`config.mk`:
```
export PLATFORM = sky130hd
export DESIGN_NAME = rf_write_arbiter_flat
export DESIGN_NICKNAME = d
export VERILOG_FILES = /design/src/rtl/rf_write_arbiter_if.sv /design/src/rtl/rf_write_arbiter.sv /design/src/flat_wrapper.sv
export SDC_FILE = /design/constraint.sdc
export NUM_CORES = 1
export LEC_CHECK = 0
export ABC_AREA = 1
export BUFFER_PORTS_ARGS = -buffer_cell sky130_fd_sc_hd__buf_2
export CAP_MARGIN = 10
export CORE_MARGIN = 5
export CORE_UTILIZATION = 47
export CTS_CLUSTER_SIZE = 25
export DETAILED_ROUTE_END_ITERATION = 10
export PLACE_DENSITY_LB_ADDON = 0.12
export SLEW_MARGIN = 20
export SYNTH_ARGS = -nofsm -noshare
export SYNTH_HDL_FRONTEND = slang
export SYNTH_SLANG_ARGS = --single-unit
export TNS_END_PERCENT = 50
```
`constraint.sdc`:
```
create_clock -name clk -period 2.68 [get_ports clk]
set_input_delay 0.268 -clock clk [delete_from_list [all_inputs] [get_ports clk]]
set_output_delay 0.268 -clock clk [all_outputs]
set_load 0.1 [all_outputs]
```
`src/rtl/rf_write_arbiter_if.sv`:
```
// Writeback request bundle and RF write port for rf_write_arbiter.
// RF_WB_FORWARD_EN adds the decode-stage forwarding compare signals.
interface rf_write_arbiter_if #(
  parameter int DATA_W = 32,
  parameter int ADDR_W = 5
);
  logic              a_valid;
  logic [ADDR_W-1:0] a_reg;
  logic [DATA_W-1:0] a_data;
  logic              a_ready;
  logic              b_valid;
  logic [ADDR_W-1:0] b_reg;
  logic [DATA_W-1:0] b_data;
  logic              b_ready;
  logic              regWrite;
  logic [ADDR_W-1:0] write_reg;
  logic [DATA_W-1:0] write_data;
  logic              busy;
`ifdef RF_WB_FORWARD_EN
  logic [ADDR_W-1:0] fwd_reg_1;
  logic [ADDR_W-1:0] fwd_reg_2;
  logic              fwd_hit_1;
  logic              fwd_hit_2;

  modport slave (
    input  a_valid, a_reg, a_data,
    input  b_valid, b_reg, b_data,
    input  fwd_reg_1, fwd_reg_2,
    output a_ready, b_ready,
    output regWrite, write_reg, write_data,
    output busy, fwd_hit_1, fwd_hit_2
  );

  modport master (
    output a_valid, a_reg, a_data,
    output b_valid, b_reg, b_data,
    output fwd_reg_1, fwd_reg_2,
    input  a_ready, b_ready,
    input  regWrite, write_reg, write_data,
    input  busy, fwd_hit_1, fwd_hit_2
  );
`else
  modport slave (
    input  a_valid, a_reg, a_data,
    input  b_valid, b_reg, b_data,
    output a_ready, b_ready,
    output regWrite, write_reg, write_data,
    output busy
  );

  modport master (
    output a_valid, a_reg, a_data,
    output b_valid, b_reg, b_data,
    input  a_ready, b_ready,
    input  regWrite, write_reg, write_data,
    input  busy
  );
`endif
endinterface

```
`src/rtl/rf_write_arbiter.sv`:
```
// Two-requester register-file write arbiter (ALU / load writeback).
// Optional RF_WB_FORWARD_EN adds write-port forwarding hit compares.
module rf_write_arbiter #(
  parameter int DATA_W = 32,
  parameter int ADDR_W = 5,
  parameter bit RR_EN  = 1'b1
) (
  input logic clk,
  input logic rst_n,
  rf_write_arbiter_if.slave bus
);

  logic              gnt_a;
  logic              gnt_b;
  logic              last_b_q, last_b_d;
  logic              wr_en_q, wr_en_d;
  logic [ADDR_W-1:0] wr_reg_q, wr_reg_d;
  logic [DATA_W-1:0] wr_data_q, wr_data_d;

  // A wins a tie when B had the last grant, or always without round-robin
  always_comb begin
    gnt_a = bus.a_valid &
            (~bus.b_valid | (RR_EN == 1'b0) | last_b_q);
    gnt_b = bus.b_valid & ~gnt_a;
  end

  always_comb begin
    last_b_d  = last_b_q;
    wr_en_d   = 1'b0;
    wr_reg_d  = wr_reg_q;
    wr_data_d = wr_data_q;
    unique case (1'b1)
      gnt_a: begin
        last_b_d = 1'b0;
        if (bus.a_reg != '0) begin
          wr_en_d   = 1'b1;
          wr_reg_d  = bus.a_reg;
          wr_data_d = bus.a_data;
        end
      end
      gnt_b: begin
        last_b_d = 1'b1;
        if (bus.b_reg != '0) begin
          wr_en_d   = 1'b1;
          wr_reg_d  = bus.b_reg;
          wr_data_d = bus.b_data;
        end
      end
      default: ;
    endcase
  end

  always_ff @(posedge clk or negedge rst_n) begin
    if (!rst_n) begin
      last_b_q  <= 1'b1;
      wr_en_q   <= 1'b0;
      wr_reg_q  <= '0;
      wr_data_q <= '0;
    end else begin
      last_b_q  <= last_b_d;
      wr_en_q   <= wr_en_d;
      wr_reg_q  <= wr_reg_d;
      wr_data_q <= wr_data_d;
    end
  end

  assign bus.a_ready    = gnt_a;
  assign bus.b_ready    = gnt_b;
  assign bus.regWrite   = wr_en_q;
  assign bus.write_reg  = wr_reg_q;
  assign bus.write_data = wr_data_q;
  assign bus.busy       = wr_en_q | bus.a_valid | bus.b_valid;

`ifdef RF_WB_FORWARD_EN
  assign bus.fwd_hit_1 = wr_en_q & (wr_reg_q == bus.fwd_reg_1) &
                         (bus.fwd_reg_1 != '0);
  assign bus.fwd_hit_2 = wr_en_q & (wr_reg_q == bus.fwd_reg_2) &
                         (bus.fwd_reg_2 != '0);
`endif

endmodule
```
`src/flat_wrapper.sv`:
```
// flat-port wrapper written by rule: the top's interface ports become plain ports
module rf_write_arbiter_flat 
#(
  parameter int DATA_W = 32,
  parameter int ADDR_W = 5,
  parameter bit RR_EN  = 1'b1
)
  (clk, rst_n, bus_a_valid, bus_a_reg, bus_a_data, bus_b_valid, bus_b_reg, bus_b_data, bus_a_ready, bus_b_ready, bus_regWrite, bus_write_reg, bus_write_data, bus_busy);
  rf_write_arbiter_if #(.DATA_W(DATA_W), .ADDR_W(ADDR_W)) bus_i ();
  input logic clk;
  input logic rst_n;
  input wire logic [$bits(bus_i.a_valid)-1:0] bus_a_valid;
  input wire logic [$bits(bus_i.a_reg)-1:0] bus_a_reg;
  input wire logic [$bits(bus_i.a_data)-1:0] bus_a_data;
  input wire logic [$bits(bus_i.b_valid)-1:0] bus_b_valid;
  input wire logic [$bits(bus_i.b_reg)-1:0] bus_b_reg;
  input wire logic [$bits(bus_i.b_data)-1:0] bus_b_data;
  output wire logic [$bits(bus_i.a_ready)-1:0] bus_a_ready;
  output wire logic [$bits(bus_i.b_ready)-1:0] bus_b_ready;
  output wire logic [$bits(bus_i.regWrite)-1:0] bus_regWrite;
  output wire logic [$bits(bus_i.write_reg)-1:0] bus_write_reg;
  output wire logic [$bits(bus_i.write_data)-1:0] bus_write_data;
  output wire logic [$bits(bus_i.busy)-1:0] bus_busy;
  assign bus_i.a_valid = bus_a_valid;
  assign bus_i.a_reg = bus_a_reg;
  assign bus_i.a_data = bus_a_data;
  assign bus_i.b_valid = bus_b_valid;
  assign bus_i.b_reg = bus_b_reg;
  assign bus_i.b_data = bus_b_data;
  assign bus_a_ready = bus_i.a_ready;
  assign bus_b_ready = bus_i.b_ready;
  assign bus_regWrite = bus_i.regWrite;
  assign bus_write_reg = bus_i.write_reg;
  assign bus_write_data = bus_i.write_data;
  assign bus_busy = bus_i.busy;
  rf_write_arbiter #(.DATA_W(DATA_W), .ADDR_W(ADDR_W), .RR_EN(RR_EN)) u_core (.clk(clk), .rst_n(rst_n), .bus(bus_i));
endmodule
```
Yosys cells after proc, flatten, opt, wreduce, memory -nomap -nowiden
Cells that the tools add are included.
{"block": "totals", "reg_bits": 39, "latchBits": 0, "mem_bits_rw": 0, "romBits": 0, "input_bits": 78, "out_inout_bits": 41, "wordCells": 27, "n_memories": 0}
{"block": "classes", "add_sub_neg": 0, "multipliers": 0, "div": 0, "order_cmp": 0, "eq_ne": 2, "shift": 0, "mux": 10, "bitwise": 7, "n_reduce_logical": 4}
{"cell": "$mux W32", "count": 2}
{"cell": "$pmux W32 S2", "count": 1}
{"cell": "$mux W5", "count": 2}
{"cell": "$pmux W5 S2", "count": 1}
{"cell": "$reduce_bool A5 Y1", "count": 2}
{"cell": "$ne A2 B1 Y1 const B", "count": 2}
{"cell": "$pmux W1 S2", "count": 2}
{"cell": "$or A1 B1 Y1", "count": 3}
{"cell": "$reduce_and A3 Y1", "count": 1}
{"cell": "$and A1 B1 Y1", "count": 2}
{"cell": "$mux W1", "count": 2}
{"cell": "$not A1 Y1", "count": 2}
{"cell": "$reduce_bool A2 Y1", "count": 1}

Longest topological paths before layout
Gate-level depths: netlist (run 1).
{"block": "logic_depth", "depth_word": 7, "mapped_depth": 8, "ltp_nobuf": 6}

Worst setup path after synthesis (run 1)
No wires, ideal clock.
{"block": "synth_path", "kind": "register to register", "from": "register u_core.last_b_q", "to": "register u_core.wr_data_q[0] (netlist: u_core.bus.write_data[0])", "setup_ns": 0.121, "t_arrival_ns": 2.130, "required_time_ns": 2.559, "slack_ns": 0.429, "path_stages_with_launch": 8, "path_buffers": 2, "synth_period_minus_slack_ns": 2.251, "cell_sequence": "dfstp_2 > inv_1 > a21boi_2 > nand2_1 > buf_2 > buf_2 > nand3_1 > nand2_1"}
{"block": "synth_via", "elab_chain_cells": 6, "word_cells_on_any_way": 9, "cone_classes": "eq/ne: 2; mux: 1; bitwise: 4; reduce/logical: 2"}
{"element": "start, declared", "line": "rf_write_arbiter.sv:15", "text": "logic last_b_q, last_b_d;"}
{"element": "start signal, assigned", "line": "rf_write_arbiter.sv:60", "text": "last_b_q <= last_b_d;"}
{"element": "$or A1 B1 Y1 *", "line": "rf_write_arbiter.sv:23", "text": "(~bus.b_valid | (RR_EN == 1'b0) | last_b_q);"}
{"element": "$and A1 B1 Y1 *", "line": "rf_write_arbiter.sv:22", "text": "gnt_a = bus.a_valid &"}
{"element": "net bus_a_ready", "line": "flat_wrapper.sv:18", "text": "output wire logic [$bits(bus_i.a_ready)-1:0] bus_a_ready;"}
{"element": "$not A1 Y1", "line": "rf_write_arbiter.sv:24", "text": "gnt_b = bus.b_valid & ~gnt_a;"}
{"element": "$and A1 B1 Y1", "line": "rf_write_arbiter.sv:24"}
{"element": "$ne A2 B1 Y1 (no line) or $reduce_bool A2 Y1 (tied branches)"}
{"element": "$reduce_and A3 Y1 (no line)"}
{"element": "end signal, assigned", "line": "rf_write_arbiter.sv:63", "text": "wr_data_q <= wr_data_d;"}
{"element": "end, declared", "line": "rf_write_arbiter.sv:18", "text": "logic [DATA_W-1:0] wr_data_q, wr_data_d;"}
Mark *: on every way through the listed nets, which the timed path passes. The rest lies on a longest branch.
A chain may end at the register's enable or synchronous reset.

Final worst setup path (run 1)
{"block": "layout_path", "from": "register u_core.last_b_q", "to": "output bus_b_ready"}
{"block": "layout_via", "elab_chain_cells": 4}
{"element": "$or A1 B1 Y1", "line": "rf_write_arbiter.sv:23"}
{"element": "$and A1 B1 Y1", "line": "rf_write_arbiter.sv:22"}
{"element": "$not A1 Y1", "line": "rf_write_arbiter.sv:24"}
{"element": "$and A1 B1 Y1", "line": "rf_write_arbiter.sv:24"}
{"element": "end, declared", "line": "flat_wrapper.sv:19", "text": "output wire logic [$bits(bus_i.b_ready)-1:0] bus_b_ready;"}
No other way between the ends.

==> results of run 1 <==
==> area by class of cell <==
class,count,area (µm²),area share
clock buffers,6,72.6,0.0263
inverters,40,150,0.0544
multi-input cells,200,867,0.314
flip-flops and latches,39,977,0.354
well taps,52,65.1,0.0236
repair buffers,123,628,0.228
==> metal layers <==
| layer | up-vias | wire [µm] | track usage |
|---|---|---|---|
| met5 | - | 0 | 0 |
| met1 | 988 | 2260 | 0.233 |
| met2 | 71 | 2630 | 0.312 |
| li1 | 1141 | - | - |
| met3 | 4 | 478 | 0.0644 |
| met4 | 0 | 50 | 0.0490 |
==> final timing paths <==
| kind | endpoint | slack, ps | startpoint |
|---|---|---|---|
| min | u_core.bus.write_data[16]$_DFFE_PN0P_ | 90 | rst_n |
| min reg2reg | u_core.bus.write_data[26]$_DFFE_PN0P_ | 510 | u_core.bus.write_data[26]$_DFFE_PN0P_ |
| min in group clk | u_core.last_b_q$_DFFE_PN1P_ | 230 | bus_a_valid |
| max | bus_b_ready | 820 | u_core.last_b_q$_DFFE_PN1P_ |
| max in group asynchronous | u_core.bus.write_data[31]$_DFFE_PN0P_ | 2040 | rst_n |
| max reg2reg | u_core.bus.write_data[31]$_DFFE_PN0P_ | 900 | u_core.last_b_q$_DFFE_PN1P_ |
==> cell usage in the layout (no fill, tap or decap) <==
cell / netlist / final
o21ai_0: 19 / 19
buf_2: 11 / 118
buf_4: 7 / 5
a21oi_4: 0 / 1
clkbuf_8: 0 / 5
inv_1: 39 / 39
nor2_1: 5 / 5
o21ai_1: 19 / 19
inv_2: 1 / 1
dfrtp_1: 38 / 38
nand3_1: 39 / 39
dfstp_2: 1 / 1
a21boi_2: 1 / 1
clkbuf_1: 2 / 1
nand2_1: 116 / 116
==> critical path, cell delays in order (launching register included) <==
cell and delay (ps):
dfstp_2 380, a21oi_4 140, buf_4 290, buf_2 490
==> metrics by stage <==
stage                     instances  power (mW)  hold WS [ps]  utilization
after floorplan                 299        1.75         -27.6            -
after global placement          454        1.97           420        0.617
after detailed placement        454        1.98           425        0.617
after CTS                       460        2.33           119        0.634
after global routing            460        2.43           167        0.634
final                           460        2.31          94.2        0.634
==> power by group through the flow <==
stage | sequential (mW) | combinational (mW) | clock, mW
2_1_floorplan | 1.50 | 0.251 | 0
3_3_place_gp | 0.756 | 1.21 | 0
3_5_place_dp | 0.755 | 1.22 | 0
4_1_cts | 0.746 | 1.23 | 0.360
5_1_grt | 0.760 | 1.29 | 0.386
6_report | 0.746 | 1.22 | 0.349
==> synth_stat cells <==
master	count	area, µm²
o21ai_0	19	95.1
clkbuf_1	2	7.51
buf_2	11	55.1
nand2_1	116	435
inv_2	1	3.75
dfstp_2	1	26.3
inv_1	39	146
a21boi_2	1	11.3
buf_4	7	52.6
o21ai_1	19	95.1
nand3_1	39	195
nor2_1	5	18.8
dfrtp_1	38	951
a21oi_2	1	8.76
==> kinds of logic after synthesis <==
kind of cell | Yosys count | synth area share
AOI/OAI and AO/OA | 40 | 0.100
buffers and inverters | 60 | 0.126
DFF | 39 | 0.465
and+or+nand+nor | 160 | 0.309
==> flow_summary.yaml, run 1 <==
sta:
  fmaxAchievable_mhz: 538
  tightest_slew_ps: 858
  slew_headroom: 0.428
  finalCritPeriodShare: 0.694
  setup_viol: 0
  skew_ps: 4.67
  worst_slack_ps: 821
  finalHoldViolations: 0
  layout_min_cycle_time_ps: 1860
  rsz0062_at_grt: "no"
  drv_slew: 0
  setup_tns_ps: 0
power_and_ir_drop:
  power.density_nw_per_um2: 838
  intPower_mw: 1.06
  clockPowerShare: 0.151
  p_sw_mw: 1.25
  power.leakage_nw: 1.69
  seqPwrFrac: 0.323
  peakVddDrop_mv: 0.429
  pwr-share-comb: 0.526
  sw_frac_of_total: 0.540
setup_path:
  path_max_fanout: 30
  startpoint_type: "flop"
  reg2reg_depth: 8
  cp.required_ps: 2410
  crit_type: "reg -> out"
  endpoint_kind: "output pin"
  arrival_ps: 1590
job:
  maxCapViolCount: 0
global_route:
  grt_use_total: 0.188
  antenna_found_initial: 0
  grt_pass1_wl_um: 9320
  grt_overflow: 0
  grt_max_degree: 47
  grt_pass1_vias: 2128
floorplanning:
  die_w_um: 76.9
  core_region_area_um2: 4350
  start_util: 0.483
  dieHeight_um: 76.9
  pin_count: 119
  dieArea_um2: 5910
  fp-row-count: 24
placed_design:
  post_dp_cell_area_um2: 2690
  dpl_worst_slack_ps: 899
  gp_congestion: 0.746
  dp_hpwl_um: 3890
  io_buffers: 118
clock_tree:
  clock_latency_ps: 280
  cts_hold_buffers: 0
  clockRootBuffer: "clkbuf_8"
  htree_levels: 2
  post_cts_buffers: 0
  cts.sinks: 39
  cts.path.max_buffers: 2
  cts_buffers: 5
  cts_tree: "yes"
  cts_resized: 0
  cts.clk_slew.worst_paths_ps: 70
route:
  vias_per_cell: 4.79
  ant_nets: 0
  first_pass_iters: 4
  wirelength_um: 5420
  routedWlPerCell_um: 11.8
  vias: 2204
  drt_iter0_drc: 115
  remaining_drc_errors: 0
final_layout:
  finalInstanceArea_um2: 2760
  nFillCells: 432
  areaGrowthSynthToFinish_pct: 31.3
  antenna_cells: 0
  layout-drive-gt1-share: 0.324
  nets: 487
  largest_reg_flops: 32
logic_synthesis:
  syn_nets: 377
  synth.distinct_cells: 14
  netlist_area_um2: 2100
  synth_area_per_cell_um2: 7.03
  synth-seq-cells: 39
  ys_seq_area_frac: 0.465
  synth_warnings: 0
  synth_cells: 299
run_status:
  run_status: "completed"
worst_hold_path:
  hold_path.class: "in -> async"
No activity file was read; power rests on OpenSTA's default activity.
==> inputs of run 2 (changes only) <==
Settings changed: CORE_UTILIZATION 47 to 40.
Clock period 2.68 ns to 1.55 ns, I/O delays scaled along.
==> run 2 against run 1 <==
  * Clock-buffer cell count unchanged
  * Hold slack better by 29 ps
  * Global-route usage down 1.7 points
  * Wire length up 5.0%
  * Critical path depth unchanged
  * Clock power up 150%
  * Final area up 7.2%
  * First-iteration DRC count down 43%
  * Via count down 0.50%
  * Critical path type unchanged
  * Largest power group unchanged
==> flow_summary.yaml, run 2 (synthesis gave the netlist of run 1 again) <==
setup_path:
  path_cells: "a21oi_4 -> buf_4 -> buf_12"
  cp.required_ps: 1390
  max_stage_delay_ps: 560
  slowest_stage: "dfstp_2"
  path_max_fanout: 25
  critPathBufInv: 2
  startpoint_type: "flop"
  crit_type: "reg -> out"
  cp_top_family: "flip-flops"
  arrival_ps: 1300
  endpoint_kind: "output pin"
final_layout:
  fin_cells: 488
  layout_commonest_cell: "buf_2"
  nets: 495
  largest_reg_flops: 32
  seq_area_um2: 977
  areaGrowthSynthToFinish_pct: 40.7
  multi_input_comb_area_um2: 880
  mostFrequentLayoutCells: "116 x buf_2, 114 x nand2_1, 39 x nand3_1, 38 x inv_1, 38 x dfrtp_1"
  layout-drive-gt1-share: 0.347
  nFillCells: 514
  antenna_cells: 0
global_route:
  antenna_found_initial: 0
  grt_use_total: 0.171
  grt_pass1_wl_um: 8870
  grt_max_degree: 31
  grt_overflow: 0
  grt_pass1_vias: 2022
sta:
  slew_headroom: 0.670
  drv_slew: 0
  skew_ps: 4.29
  layout_min_cycle_time_ps: 1450
  setup_viol: 0
  finalHoldViolations: 0
  rsz0062_at_grt: "no"
  tightest_slew_ps: 494
  fmaxAchievable_mhz: 688
  finalCritPeriodShare: 0.938
clock_tree:
  clockRootBuffer: "clkbuf_8"
  cts.sinks: 39
  cts_tree: "yes"
  cts_buffers: 5
  htree_levels: 2
  clock_latency_ps: 290
  cts.path.max_buffers: 2
  cts.clk_slew.worst_paths_ps: 70
job:
  maxCapViolCount: 0
route:
  routedWlPerCell_um: 11.7
  first_pass_iters: 4
  vias: 2193
  wirelength_um: 5690
  remaining_drc_errors: 0
  drt_iter0_drc: 65
  vias_per_cell: 4.49
  ant_nets: 0
power_and_ir_drop:
  power.leakage_nw: 1.78
  p_total_mw: 4.33
  power.density_nw_per_um2: 1460
  peakVddDrop_mv: 0.659
floorplanning:
  start_util: 0.412
  pin_count: 119
  dieArea_um2: 6800
  dieHeight_um: 82.5
  die_w_um: 82.5
  fp-row-count: 26
  core_region_area_um2: 5110
run_status:
  run_status: "completed"
worst_hold_path:
  hold_path.class: "in -> reg"
placed_design:
  dp.cells: 478
  dp_hpwl_um: 4360
  io_buffers: 118
  gp_congestion: 0.744
==> run 2: cell count changes in the layout (fill, tap and decap cells not counted), moves of 2 or more <==
cell     previous run  this run
buf_12              0         4
buf_2             118       116
buf_4               5        10
nand2_1           116       114
nand2_2             0         2
==> run 2: metrics by stage <==
step / hold WS (ps) / setup TNS (ps) / utilization / instance area (µm²) / worst slack (ps)
4_1_cts: 118 / 0 / 0.579 / 2960 / 54.4
3_5_place_dp: 146 / 0 / 0.552 / 2820 / 14.5
3_3_place_gp: 143 / 0 / 0.552 / 2820 / 56.8
5_1_grt: 147 / 0 / 0.579 / 2960 / 2.07
2_1_floorplan: -141 / -9200 / - / 2150 / -261
6_report: 123 / 0 / 0.579 / 2960 / 96.6
==> run 2: path summary, 6_finish.rpt <==
kind                                                             from                               endpoint  slack (ps)  cells past startpoint
worst min register to register  u_core.bus.write_data[21]$_DFFE_PN0P_  u_core.bus.write_data[21]$_DFFE_PN0P_         510                      2
worst max register to register            u_core.last_b_q$_DFFE_PN1P_  u_core.bus.write_data[14]$_DFFE_PN0P_         110                      7
max in group asynchronous                                       rst_n  u_core.bus.write_data[24]$_DFFE_PN0P_         720                      3
worst max-delay path                      u_core.last_b_q$_DFFE_PN1P_                            bus_b_ready         100                      3
min in group asynchronous                                       rst_n  u_core.bus.write_data[28]$_DFFE_PN0P_         360                      2
worst min-delay path                                      bus_a_valid            u_core.last_b_q$_DFFE_PN1P_         120                      2
==> run 2: final cells by class <==
cell class              count  share of cell area
clock buffers               6              0.0279
clock inverters             2              0.0118
inverters                  40              0.0508
multi-input cells         200               0.297
flip-flops and latches     39               0.330
well taps                  70              0.0296
repair buffers            131               0.252
==> run 2: where the power goes <==
group | internal (mW) | switching [mW] | leakage (nW)
sequential | 1.20 | 0.0992 | 0.477
clock | 0.521 | 0.349 | 0.0612
combinational | 0.393 | 1.77 | 1.24
==> run 2: worst register-to-register path, stage by stage, from the launching register on <==
cell and delay [ps]:
dfstp_2 560, a21oi_4 60, buf_4 190, nand2_2 110, nand2_1 100, buf_12 180, nand2_1 70, nand2_1 50
==> run 2: repair_timing <==
item,CTS,global route
setup endpoints to repair,2,37
hold buffers,1,0
resized for setup,0,1
buffers inserted,1,0
endpoints found under the hold margin,19,0
pin swaps,1,0
==> run 2: per-layer routing <==
layer	up-vias	wire length [µm]	part of all wire	GRT usage
li1	1159	-	-	-
met1	957	2470	0.43	0.206
met2	70	2640	0.46	0.288
met3	7	497	0.087	0.0564
met4	0	73	0.013	0.0507
met5	-	0	0	0
